`src/rtl/seq_frame_tx.sv`:
```
`default_nettype none
// ============================================================================
//  Module      : seq_frame_tx
//  Description : Serial frame transmitter. Each accepted payload is sent as a
//                1101 sync word, the payload MSB first, then IDLE_GAP forced
//                zero cycles. All outputs decode from registered state only.
//  Revision    : 1.0 - initial release
// ============================================================================
module seq_frame_tx #(
    parameter int PAYLOAD_W = 4,
    parameter int IDLE_GAP  = 2
) (
    input  logic                 clk,
    input  logic                 resetn,
    input  logic                 in_valid,
    input  logic [PAYLOAD_W-1:0] in_data,
    output logic                 in_ready,
    output logic                 data,
    output logic                 busy,
    output logic                 frame_done
);

    // One counter times every phase, so it must hold the longest phase length.
    localparam int c_CNT_MAX0 = (PAYLOAD_W > IDLE_GAP) ? PAYLOAD_W : IDLE_GAP;
    localparam int c_CNT_MAX  = (c_CNT_MAX0 > 4) ? c_CNT_MAX0 : 4;
    localparam int c_CNT_W    = $clog2(c_CNT_MAX + 1);

    localparam logic [c_CNT_W-1:0] c_CNT_ZERO  = '0;
    localparam logic [c_CNT_W-1:0] c_CNT_ONE   = c_CNT_W'(1);
    localparam logic [c_CNT_W-1:0] c_SYNC_LOAD = c_CNT_W'(3);
    localparam logic [c_CNT_W-1:0] c_PAY_LOAD  = c_CNT_W'(PAYLOAD_W - 1);
    // With no gap this load value is never used; clamp it so it stays legal.
    localparam logic [c_CNT_W-1:0] c_GAP_LOAD  = c_CNT_W'((IDLE_GAP > 0) ? (IDLE_GAP - 1) : 0);

    // Sync word indexed by the down-counter: cnt 3,2,1,0 -> 1,1,0,1.
    localparam logic [3:0] c_SYNC_PAT = 4'b1101;

    localparam logic [1:0] c_ST_IDLE    = 2'd0;
    localparam logic [1:0] c_ST_SYNC    = 2'd1;
    localparam logic [1:0] c_ST_PAYLOAD = 2'd2;
    localparam logic [1:0] c_ST_GAP     = 2'd3;

    logic [1:0]           r_state;
    logic [c_CNT_W-1:0]   r_cnt;
    logic [PAYLOAD_W-1:0] r_shift;

    logic [1:0]           w_state_nxt;
    logic [c_CNT_W-1:0]   w_cnt_nxt;
    logic [PAYLOAD_W-1:0] w_shift_nxt;
    logic                 w_cnt_zero;
    logic                 w_data;

    assign w_cnt_zero = (r_cnt == c_CNT_ZERO);

    // State, phase counter and payload shift register; reset aborts any frame.
    always_ff @(posedge clk) begin
        if (!resetn) begin
            r_state <= c_ST_IDLE;
            r_cnt   <= c_CNT_ZERO;
            r_shift <= '0;
        end else begin
            r_state <= w_state_nxt;
            r_cnt   <= w_cnt_nxt;
            r_shift <= w_shift_nxt;
        end
    end

    // Next-state logic: each phase ends when the counter reaches zero.
    always_comb begin
        w_state_nxt = r_state;
        w_cnt_nxt   = r_cnt;
        w_shift_nxt = r_shift;
        case (r_state)
            c_ST_IDLE: begin
                // in_ready is high in IDLE, so in_valid alone means accept.
                if (in_valid) begin
                    w_state_nxt = c_ST_SYNC;
                    w_cnt_nxt   = c_SYNC_LOAD;
                    w_shift_nxt = in_data;
                end
            end
            c_ST_SYNC: begin
                if (w_cnt_zero) begin
                    w_state_nxt = c_ST_PAYLOAD;
                    w_cnt_nxt   = c_PAY_LOAD;
                end else begin
                    w_cnt_nxt = r_cnt - c_CNT_ONE;
                end
            end
            c_ST_PAYLOAD: begin
                w_shift_nxt = r_shift << 1;
                if (w_cnt_zero) begin
                    if (IDLE_GAP > 0) begin
                        w_state_nxt = c_ST_GAP;
                        w_cnt_nxt   = c_GAP_LOAD;
                    end else begin
                        w_state_nxt = c_ST_IDLE;
                        w_cnt_nxt   = c_CNT_ZERO;
                    end
                end else begin
                    w_cnt_nxt = r_cnt - c_CNT_ONE;
                end
            end
            c_ST_GAP: begin
                if (w_cnt_zero) begin
                    w_state_nxt = c_ST_IDLE;
                end else begin
                    w_cnt_nxt = r_cnt - c_CNT_ONE;
                end
            end
            default: begin
                w_state_nxt = c_ST_IDLE;
                w_cnt_nxt   = c_CNT_ZERO;
            end
        endcase
    end

    // Serial line decode: sync pattern, payload MSB, or forced zero.
    always_comb begin
        w_data = 1'b0;
        case (r_state)
            c_ST_SYNC:    w_data = c_SYNC_PAT[r_cnt[1:0]];
            c_ST_PAYLOAD: w_data = r_shift[PAYLOAD_W-1];
            default:      w_data = 1'b0;
        endcase
    end

    assign data       = w_data;
    assign in_ready   = (r_state == c_ST_IDLE);
    assign busy       = (r_state != c_ST_IDLE);
    assign frame_done = (r_state == c_ST_PAYLOAD) && w_cnt_zero;

endmodule
`default_nettype wire

```
`config.mk`:
```
export PLATFORM = sky130hd
export DESIGN_NAME = seq_frame_tx
export DESIGN_NICKNAME = d
export VERILOG_FILES = /design/src/rtl/seq_frame_tx.sv
export SDC_FILE = /design/constraint.sdc
export NUM_CORES = 1
export LEC_CHECK = 0
export CAP_MARGIN = 40
export CORE_AREA = 4 4 41 43
export DETAILED_ROUTE_END_ITERATION = 8
export DIE_AREA = 0 0 45 47
export PLACE_DENSITY = 0.74
export SYNTH_ARGS = -nofsm -noshare
export SYNTH_HDL_FRONTEND = slang
export SYNTH_SLANG_ARGS = --single-unit
```
`constraint.sdc`:
```
create_clock -name clk -period 4.6 [get_ports clk]
set_input_delay 0.69 -clock clk [delete_from_list [all_inputs] [get_ports clk]]
set_output_delay 0.69 -clock clk [all_outputs]
set_load 0.03 [all_outputs]
```
---- Word level (Yosys, flattened, before mapping) ----
Cells that the tools add are included.
cells by class
  add/subtract/negate cells ............... 1
  magnitude comparators ................... 1
  equality and inequality tests ........... 8
  multiplexer cells ....................... 15
  reductions and logical operators ........ 8
operator list
  cell                                                         number
  two-way mux 3 bit                                            4
  case mux 3 bit (4 select lines)                              1
  inequality test 2 bit (second input constant)                5
  two-way mux 2 bit                                            4
  case mux 2 bit (4 select lines)                              1
  case mux 4 bit (2 select lines)                              1
  equality test 2 bit (second input constant)                  2
  two-way mux 4 bit                                            1
  AND reduction 2 bit                                          2
  AND reduction 4 bit                                          1
  nonzero test 2 bit                                           2
  zero test 3 bit                                              1
  less-than comparator 2 x 3 -> 1 bit (second input constant)  1
  subtractor 3 x 1 -> 3 bit (second input constant)            1
  binary-select mux 1 bit (select 2 bit)                       1
  equality test 2 x 1 -> 1 bit (second input constant)         1
  zero test 2 bit                                              1
  case mux 1 bit (2 select lines)                              1
  logical AND 1 bit                                            1
  two-way mux 1 bit                                            1
storage, ports and cells
  flip-flop bits (word level) ............. 9
  input bits .............................. 7
  output and inout bits ................... 4
  logic and storage cells ................. 36

---- Depth between registers and ports, before layout ----
  depth in word-level cells ............... 3
  gate-level depth with buffers ........... 7
  depth with buffers taken out ............ 6

---- Least setup slack after synthesis ----
No wires, ideal clock.
  path type ............................... register to output
  from .................................... register r_state[0]
  to ...................................... output port data
  arrival ................................. 1.563 ns
  required time ........................... 3.910 ns
  path slack .............................. 2.347 ns
  cell stages (with the launch flop) ...... 6
  path buffers ............................ 1
  path through ............................ dfxtp_1 > inv_1 > ha_1 > buf_2 > nand2_1 > a21boi_0
on the way
  cells in the longest elaborated chain, start to end .. 2
  elaborated cells on any way between the ends .. 3
  those cells by class .................... 2 x eq/ne; 1 x mux
ends and longest elaborated chain
  item                                                                        line  source
  start: declaration                                                          43    logic [1:0] r_state;
  start signal: assignment                                                    58    r_state <= c_ST_IDLE;
  start signal: assignment                                                    62    r_state <= w_state_nxt;
  equality test 2 bit / equality test 2 x 1 -> 1 bit (equally long branches)  121   case (r_state)
  case mux 1 bit (2 select lines) *                                           121
  end: declaration                                                            18    output logic data,
Mark *: on every way between the ends. The rest lies on a longest branch, timed or not.

---- Worst setup path after layout ----
Same ends and word-level chain as after synthesis.

==> impl_metrics.prom <==
# TYPE chip_impl_metric gauge
chip_impl_info{name="run_status",value="complete, no violations"} 1
chip_impl_metric{name="synthesis_to_finish_area_growth",unit="%"} 22.0
chip_impl_metric{name="pre_cts_ws",unit="ps"} 2050
chip_impl_metric{name="final_count_of_negative_setup_slack_endpoints",unit=""} 0
chip_impl_info{name="timing.critical_path.from",value="r_state[0]"} 1
chip_impl_metric{name="final_critical_path_setup_slack",unit="ps"} 1770
chip_impl_info{name="worstReg2RegStart",value="r_state[0]"} 1
chip_impl_metric{name="synth-seq-cells",unit=""} 9
chip_impl_metric{name="via_count",unit=""} 512
chip_impl_metric{name="finish.net_count",unit=""} 98
chip_impl_metric{name="ctsHoldBuffers",unit=""} 0
chip_impl_info{name="clock_tree_from_tritoncts",value="built"} 1
chip_impl_metric{name="worst_setup_hold_path_clk_slew",unit="ps"} 70
chip_impl_info{name="commonest_non_fill_non_tap_cell_in_the_layout",value="clkdlybuf4s50_1"} 1
chip_impl_info{name="crit_type",value="flop to primary output"} 1
chip_impl_metric{name="netlist_area",unit="um^2"} 614
chip_impl_metric{name="cts_made_buffers",unit=""} 3
chip_impl_metric{name="cts-resized-gates",unit=""} 0
chip_impl_metric{name="ant_nets",unit=""} 0
chip_impl_info{name="mostFrequentLayoutCells",value="10 x clkdlybuf4s50_1, 9 x dfxtp_1, 8 x ha_1"} 1
chip_impl_metric{name="viasPerCell",unit=""} 5.28
chip_impl_metric{name="antenna_cells_inserted",unit=""} 0
chip_impl_info{name="hold_path_class",value="flop to flop"} 1
chip_impl_metric{name="hold_ws",unit="ps"} 499
chip_impl_metric{name="power.static_leakage",unit="nW"} 0.328
chip_impl_metric{name="fp-row-count",unit=""} 13
chip_impl_metric{name="critPathRequiredTime",unit="ps"} 3910
chip_impl_metric{name="seq_area_frac_synth",unit="%"} 29.3
chip_impl_metric{name="clock_skew",unit="ps"} 4.43
chip_impl_metric{name="hold_viol",unit=""} 0
chip_impl_metric{name="fp.dieArea",unit="um^2"} 2120
chip_impl_metric{name="placement.io_buffers",unit=""} 10
chip_impl_metric{name="fin_crit_sh",unit="%"} 61.4
chip_impl_metric{name="synth_mux_area_share",unit="%"} 8.35
chip_impl_metric{name="maximum_clock_frequency",unit="MHz"} 354
chip_impl_metric{name="synthSimpleGateAreaFrac",unit="%"} 17.1
chip_impl_metric{name="dp_hpwl",unit="um"} 889
chip_impl_metric{name="slew-limit-headroom",unit="%"} 69.6
chip_impl_metric{name="layout-drive-gt1-share",unit="%"} 8.54
chip_impl_metric{name="synth_area_per_cell",unit="um^2"} 8.78
chip_impl_metric{name="totalWireLength",unit="um"} 1170
chip_impl_metric{name="routed_wire_length_per_instance",unit="um"} 12.0
chip_impl_metric{name="track_usage",unit="%"} 12.6
chip_impl_info{name="startpoint_types",value="flop"} 1
chip_impl_metric{name="nFillCells",unit=""} 128
chip_impl_metric{name="grt_remaining_overflow",unit=""} 0
chip_impl_metric{name="clk_path_buf_depth",unit=""} 2
chip_impl_metric{name="detail_route.drc_violations",unit=""} 0
chip_impl_metric{name="yosys_warnings",unit=""} 0
chip_impl_metric{name="slew_viol_final",unit=""} 0
chip_impl_metric{name="antenna_violations_before_repair",unit=""} 0
chip_impl_metric{name="drt_pre_antenna_iters",unit=""} 2
chip_impl_metric{name="vdd_drop_max",unit="uV"} 279
chip_impl_metric{name="clk_latency",unit="ps"} 260
chip_impl_metric{name="synth_xor_area_share",unit="%"} 0
chip_impl_info{name="cell_at_the_root_of_the_clock_tree",value="clkbuf_4"} 1
chip_impl_metric{name="die_height",unit="um"} 47
chip_impl_metric{name="cp_max_fo",unit=""} 12
chip_impl_metric{name="die_w",unit="um"} 45
chip_impl_metric{name="final_util",unit="%"} 57.6
chip_impl_metric{name="drv_cap",unit=""} 0
chip_impl_metric{name="cellPowerDensity",unit="nW/um^2"} 746
chip_impl_info{name="rsz0062_at_grt",value="no"} 1
chip_impl_metric{name="cts.sink_count",unit=""} 9
chip_impl_metric{name="netlist_instances",unit=""} 70
chip_impl_info{name="end_kind",value="primary output"} 1
chip_impl_metric{name="first_global_vias",unit=""} 471
chip_impl_metric{name="largest_net_degree_at_the_start_of_global_routing",unit=""} 13
chip_impl_metric{name="synthesis.nets",unit=""} 85
chip_impl_metric{name="synth_compound_gate_area_share",unit="%"} 23.6
chip_impl_metric{name="post-route-min-period",unit="ps"} 2830
chip_impl_metric{name="fin_tns_setup",unit="ps"} 0
chip_impl_metric{name="ios",unit=""} 11
chip_impl_metric{name="tightestPinTransition",unit="ps"} 456
chip_impl_metric{name="core",unit="um^2"} 1300
chip_impl_info{name="holdCritStartpoint",value="r_shift[2]"} 1
chip_impl_metric{name="synth_adder_area_share",unit="%"} 16.3
chip_impl_metric{name="worst-endpoint-arrival",unit="ps"} 2140
chip_impl_metric{name="cts_setup_buffers",unit=""} 0
chip_impl_metric{name="cts-htree-levels",unit=""} 1
chip_impl_metric{name="drt-initial-drc-count",unit=""} 2
chip_impl_info{name="main_combinational_cell_family_by_area_after_synthesis",value="compound AO/OA/AOI/OAI gates"} 1
chip_impl_metric{name="first_pass_grt_wire_length",unit="um"} 1860
chip_impl_metric{name="synth.lib_cells_used.distinct",unit=""} 26
chip_impl_metric{name="start_util",unit="%"} 47.2
chip_impl_metric{name="place.gp.congestion",unit=""} 0.737
==> per-layer routing <==
| layer | global-route usage [%] | vias up | part of all wire (%) |
|---|---|---|---|
| li1 | - | 266 | - |
| met3 | 3.45 | 2 | 4.7 |
| met5 | 0 | - | 0 |
| met4 | 7.02 | 0 | 0.86 |
| met2 | 24.0 | 10 | 48 |
| met1 | 12.2 | 234 | 46 |
==> worst paths after layout <==
path,to,slack (ps),depth (start not counted)
worst max-delay path,data,1770,5
worst max register to register,r_cnt[0],2780,5
worst min-delay path,r_shift[2],500,1
worst min register to register,r_shift[2],500,1
==> power breakdown <==
part           switching [mW]  leakage (nW)  internal, mW  total, mW
Combinational           0.205         0.238         0.159      0.364
Sequential             0.0219        0.0745         0.111      0.133
Clock                  0.0288        0.0150        0.0334     0.0623
Total                   0.256         0.328         0.303      0.559
==> synth_stat cells (all sizes together) <==
cell type  number  area share, %
dfxtp           9             29
ha              8             16
a21oi           7            7.5
nand2           7            4.3
inv             6            3.7
o21ai           5            4.1
mux2i           4            6.5
nor2            3            1.8
nor2b           3            3.1
o211a           3            4.9
buf             2            1.6
a211oi          1            1.2
a21boi          1            1.2
a31oi           1            2.0
and3            1            1.0
mux2            1            1.8
nand2b          1            1.0
nand3           1           0.81
nor3            1           0.81
nor3b           1            1.2
o21a            1            1.2
o31a            1            1.4
or2b            1            1.2
or3             1            1.8
==> layout make-up <==
class / count / area (um^2) / share of cell area (%)
timing repair buffer: 10 / 100 / 13.4
tap: 15 / 18.8 / 2.50
multi-input combinational: 53 / 402 / 53.6
clock buffer: 4 / 26.3 / 3.51
sequential: 9 / 180 / 24.0
inverter: 6 / 22.5 / 3.01
==> registers in the layout, summed over array words and instances (netlist names) <==
register / cells
r_shift: 4
r_cnt: 3
r_state: 2
==> cells by family (layout without fill, tap and decap cells) <==
| kind of cell | Yosys count | after routing |
|---|---|---|
| muxes | 5 | 5 |
| and+or+nand+nor | 20 | 20 |
| AOI/OAI and AO/OA | 20 | 20 |
| buffers and inverters | 8 | 20 |
| adders and majority gates | 8 | 8 |
| DFF | 9 | 9 |
==> worst max-delay path, stage by stage (launching register included) <==
cell             delay [ps]
dfxtp_1                 340
inv_1                   110
ha_1                    450
nand2_1                 100
a21boi_0                180
clkdlybuf4s50_1         690
==> stage by stage <==
step	instance area (um^2)	instances	power, mW
floorplan	614	70	0.411
global placement	723	93	0.489
detailed placement	723	93	0.499
CTS	749	97	0.562
global route	749	97	0.607
finish	749	97	0.559
No activity file was read; power rests on OpenSTA's default activity.
==> edit 1: new RTL, same flow settings <==
Make the reset (`resetn`) asynchronous in one clocked block. Comments in the files are not updated.
--- a/src/rtl/seq_frame_tx.sv
+++ b/src/rtl/seq_frame_tx.sv
@@ -53,7 +53,7 @@
     assign w_cnt_zero = (r_cnt == c_CNT_ZERO);
 
     // State, phase counter and payload shift register; reset aborts any frame.
-    always_ff @(posedge clk) begin
+    always_ff @(posedge clk or negedge resetn) begin
         if (!resetn) begin
             r_state <= c_ST_IDLE;
             r_cnt   <= c_CNT_ZERO;
Formal check against the unedited RTL: differs if resetn is asserted again (counterexample within 4 cycles, from zero or initial values and one cycle with resetn low); with resetn held inactive, the same outputs for 10 cycles.
==> edit 1 against the original RTL <==
Area after synthesis up 3.7%; non-clock buffer count stayed put; final area increased by 2.2%; cell count down 2.1%; sequential cell count is the same; power grew 3.5%; wire length rose by 15%; setup slack got worse by 0.0095 ns; highest routed layer unchanged.
==> edit 1: results (changes against the original RTL) <==
[logic_synthesis]
synth_area_leaders=dfrtp_1, ha_1, a21oi_1
ys_seq_area_share_pct=35.4  ; +6.0 points
netlist_instances=68  ; -2.9%
synth_fa_ha_area_share_pct=15.7  ; -0.58 points
synth.distinct_cells=24  ; -7.7%
synth.top_cells.by_count=dfrtp_1, a21oi_1, ha_1
muxShareOfSynthArea_pct=2.36  ; -6.0 points

[pwr]
p_leak_nw=0.353  ; +7.6%
ir_worst_vdd_v=0.000490  ; +76%

[global_route]
use_met1_pct=16.3  ; +4.2 points
grt_usage_pct=15.1  ; +2.5 points
use_met3_pct=8.05  ; +4.6 points
grt_pass1_wl_mm=2.21  ; +19%
grtUsageMet2_pct=24.6  ; +0.56 points
grt_max_degree=11  ; -2

[drt]
routed_wirelength_mm=1.34  ; +15%
drt_iter0_drc=15  ; +13
first_pass_iters=4  ; +2
wl_per_cell_um=14.1  ; +18%
via_count=526  ; +2.7%

[finish]
final_net_count=96  ; -2.0%
multi_input_area_um2=373  ; -7.2%
drive_gt1_share_pct=7.50  ; -1.0 points
n_fill_cell=124  ; -3.1%

[placement]
dpl.cell_count=91  ; -2.2%
place.gp.congestion=0.785  ; +6.5%
place_area_um2=739  ; +2.2%

[sta]
tightest_slew_ns=0.617  ; +0.162 ns

[run_status]
status=finished, final reports clean

[critical_path]
cp_max_fo=10  ; -2

## edit 1: cell types whose count changed after synthesis, sizes merged, moves of 3 or more
cell / change
nand2: -4
mux2i: -4
o211a: -3
dfxtp: -9
and3: +3
a22oi: +3
dfrtp: +9
## edit 1: final timing paths
check / from / to / slack (ns) / depth (start not counted)
max reg2reg: r_state[1] / r_shift[2] / 2.71 / 6
min: r_cnt[1] / r_cnt[1] / 0.50 / 1
max: r_state[0] / data / 1.77 / 5
max in group asynchronous: resetn / r_shift[0] / 3.58 / 1
min reg2reg: r_cnt[1] / r_cnt[1] / 0.50 / 1
min in group asynchronous: resetn / r_shift[3] / 0.73 / 1
## edit 1: layout make-up
class	instances	area share, %
well taps	15	2.45
clock buffers	4	3.43
multi-input cells	51	48.7
repair buffers	10	13.1
flip-flops and latches	9	29.4
inverters	6	2.94
## edit 1: routing by layer
metal  vias up  share of wire [%]
li1        264                  -
met1       243                 43
met2        13                 49
met3         6                5.1
met4         0                1.9
met5         -                  0
## edit 1: worst max-delay path, cell delays in order, from the launching register on
cell and delay [ns]:
dfrtp_1 0.39, inv_1 0.12, ha_1 0.37, nand2_1 0.09, a21boi_0 0.20, clkdlybuf4s50_1 0.71
## edit 1: where the power goes
part	total, W	internal [W]	switching [W]
registers	0.000145	0.000116	0.0000288
clock network	0.0000600	0.0000334	0.0000266
logic	0.000374	0.000163	0.000211
## edit 1: kinds of logic (layout without fill, tap and decap cells)
logic type      after synthesis  in the layout
compound gates               23             23
fa+ha+maj                     8              8
buf+inv                       8             20
flops                         9              9
mux                           1              1
simple gates                 19             19
## edit 1: through the flow
step	hold slack (ns)	setup WS (ns)
2_1_floorplan	0.394	2.39
3_3_place_gp	0.481	2.14
3_5_place_dp	0.485	2.03
4_1_cts	0.499	1.74
5_1_grt	0.507	1.62
6_report	0.497	1.77
==> edit 2: new RTL, config.mk and constraints unchanged <==
Without the edit above. The parameter `IDLE_GAP` goes from 2 to 4.
--- a/src/rtl/seq_frame_tx.sv
+++ b/src/rtl/seq_frame_tx.sv
@@ -8,7 +8,7 @@
 // ============================================================================
 module seq_frame_tx #(
     parameter int PAYLOAD_W = 4,
-    parameter int IDLE_GAP  = 2
+    parameter int IDLE_GAP  = 4
 ) (
     input  logic                 clk,
     input  logic                 resetn,
Behaviour: same outputs for any inputs over 10 cycles, from zero or initial values and one cycle with resetn low; that may be too few to reach the edited logic, so the function may still have changed.
==> edit 2 against the original RTL <==
Setup slack improved by 0.020 ns; area after synthesis grew 0.81%; largest cell class unchanged; sequential cell count unchanged; die area unchanged; register-to-register slack better by 0.27 ns; power up 0.21%; non-clock buffer count unchanged; wire length increased by 0.77%; count of clock-buffer cells in the layout did not move; final area unchanged; global-route usage increased by 0.72 points; first-iteration DRC count grew to 2.5 times the old value.
==> edit 2: results (changes against the original RTL) <==
[pwr]
ir_worst_vdd_v=0.000381  ; +37%
switchingPower_w=0.000255  ; -0.46%
p_leak_nw=0.338  ; +3.1%

[global_route]
use_met3_pct=3.45  ; unchanged
grt_pass1_vias=447  ; -5.1%
grt_pass1_wl_mm=1.93  ; +4.1%
grtUsageMet2_pct=17.5  ; -6.5 points
grt-ovfl-total=0  ; unchanged
use_met1_pct=17.5  ; +5.3 points
grt_max_degree=11  ; -2
grt_usage_pct=13.3  ; +0.72 points

[finish]
drive_gt1_share_pct=10.0  ; +1.5 points
final_net_count=96  ; -2.0%

[logic_synthesis]
synth_area_leaders=dfxtp_1, ha_1, mux2i_1
synth.top_cells.by_count=dfxtp_1, ha_1, nand2_1
synth_nets=83  ; -2.4%
synth.distinct_cells=28  ; +7.7%
ys_seq_area_share_pct=29.1  ; -0.24 points

[sta]
finClkSkew_ns=0.00585  ; +0.00141 ns
hold_viol_final=0  ; unchanged
slew_headroom_pct=71.3  ; +1.6 points

[critical_path]
cp_max_fo=9  ; -3
crit_arrival_ns=2.12  ; -0.02 ns
cp_slowest_cell=clkdlybuf4s50_1

[placement]
dp_hpwl_um=895  ; +0.63%
port_buffers=10  ; unchanged
place.gp.congestion=0.757  ; +2.8%

[clocking]
clk_pin_slew_worst_paths_ns=0.07  ; about the same
h-tree-depth=1  ; unchanged
post_cts_buffers=0  ; unchanged

[run_status]
status=finished, final reports clean

[worst_hold_path]
min_path_type=reg2reg

[drt]
first_pass_iters=4  ; +2
wl_per_cell_um=12.4  ; +2.9%
drt_iter0_drc=5  ; +3
via_per_inst=5.29  ; +0.31%

==> edit 2: area by class of cell <==
cell class,count,area (um^2)
fill,127,552
multi-input combinational,52,405
sequential,9,180
timing repair buffer,10,100
clock buffer,4,26.3
inverter,5,18.8
tap,15,18.8
==> edit 2: final timing paths <==
check                                start         end  slack (ns)  cells after the start
worst max-delay path            r_state[0]        data        1.79                      5
worst min-delay path            r_shift[3]  r_shift[3]        0.50                      1
worst max register to register  r_state[0]  r_state[0]        3.05                      5
worst min register to register  r_shift[3]  r_shift[3]        0.50                      1
==> edit 2: metrics by stage <==
stage	std cells	setup slack, ns
3_5_place_dp	91	2.07
4_1_cts	95	1.77
5_1_grt	95	1.60
2_1_floorplan	68	2.43
3_3_place_gp	91	2.14
6_report	95	1.79
==> edit 2: power by group through the flow <==
stage	combinational (W)	sequential (W)	clock (W)
5_1_grt	0.000403	0.000133	0.0000712
6_report	0.000365	0.000129	0.0000660
3_3_place_gp	0.000360	0.000130	0
4_1_cts	0.000366	0.000130	0.0000686
2_1_floorplan	0.000287	0.000127	0
3_5_place_dp	0.000362	0.000132	0
==> edit 2: critical path, delay by kind of cell (launching register included) <==
family                     cells  cell delay (ns)
and+or+nand+nor                1             0.09
buffers and inverters          2             0.81
AOI/OAI and AO/OA              1             0.17
DFF                            1             0.33
adders and majority gates      1             0.44
==> edit 2: layer usage <==
metal,up-vias,part of all wire (%)
li1,258,-
met1,232,48
met2,8,44
met3,5,3.7
met4,0,3.7
met5,-,0
==> edit 2: logic make-up (layout without fill, tap and decap cells) <==
logic type | after synthesis | after routing | synth area share [%]
AO/OA/AOI/OAI | 15 | 15 | 19.0
buffers and inverters | 7 | 19 | 5.45
AND/OR/NAND/NOR | 24 | 24 | 21.4
multiplexers | 5 | 5 | 8.89
adder cells (fa/ha/maj) | 8 | 8 | 16.2
flip-flops | 9 | 9 | 29.1
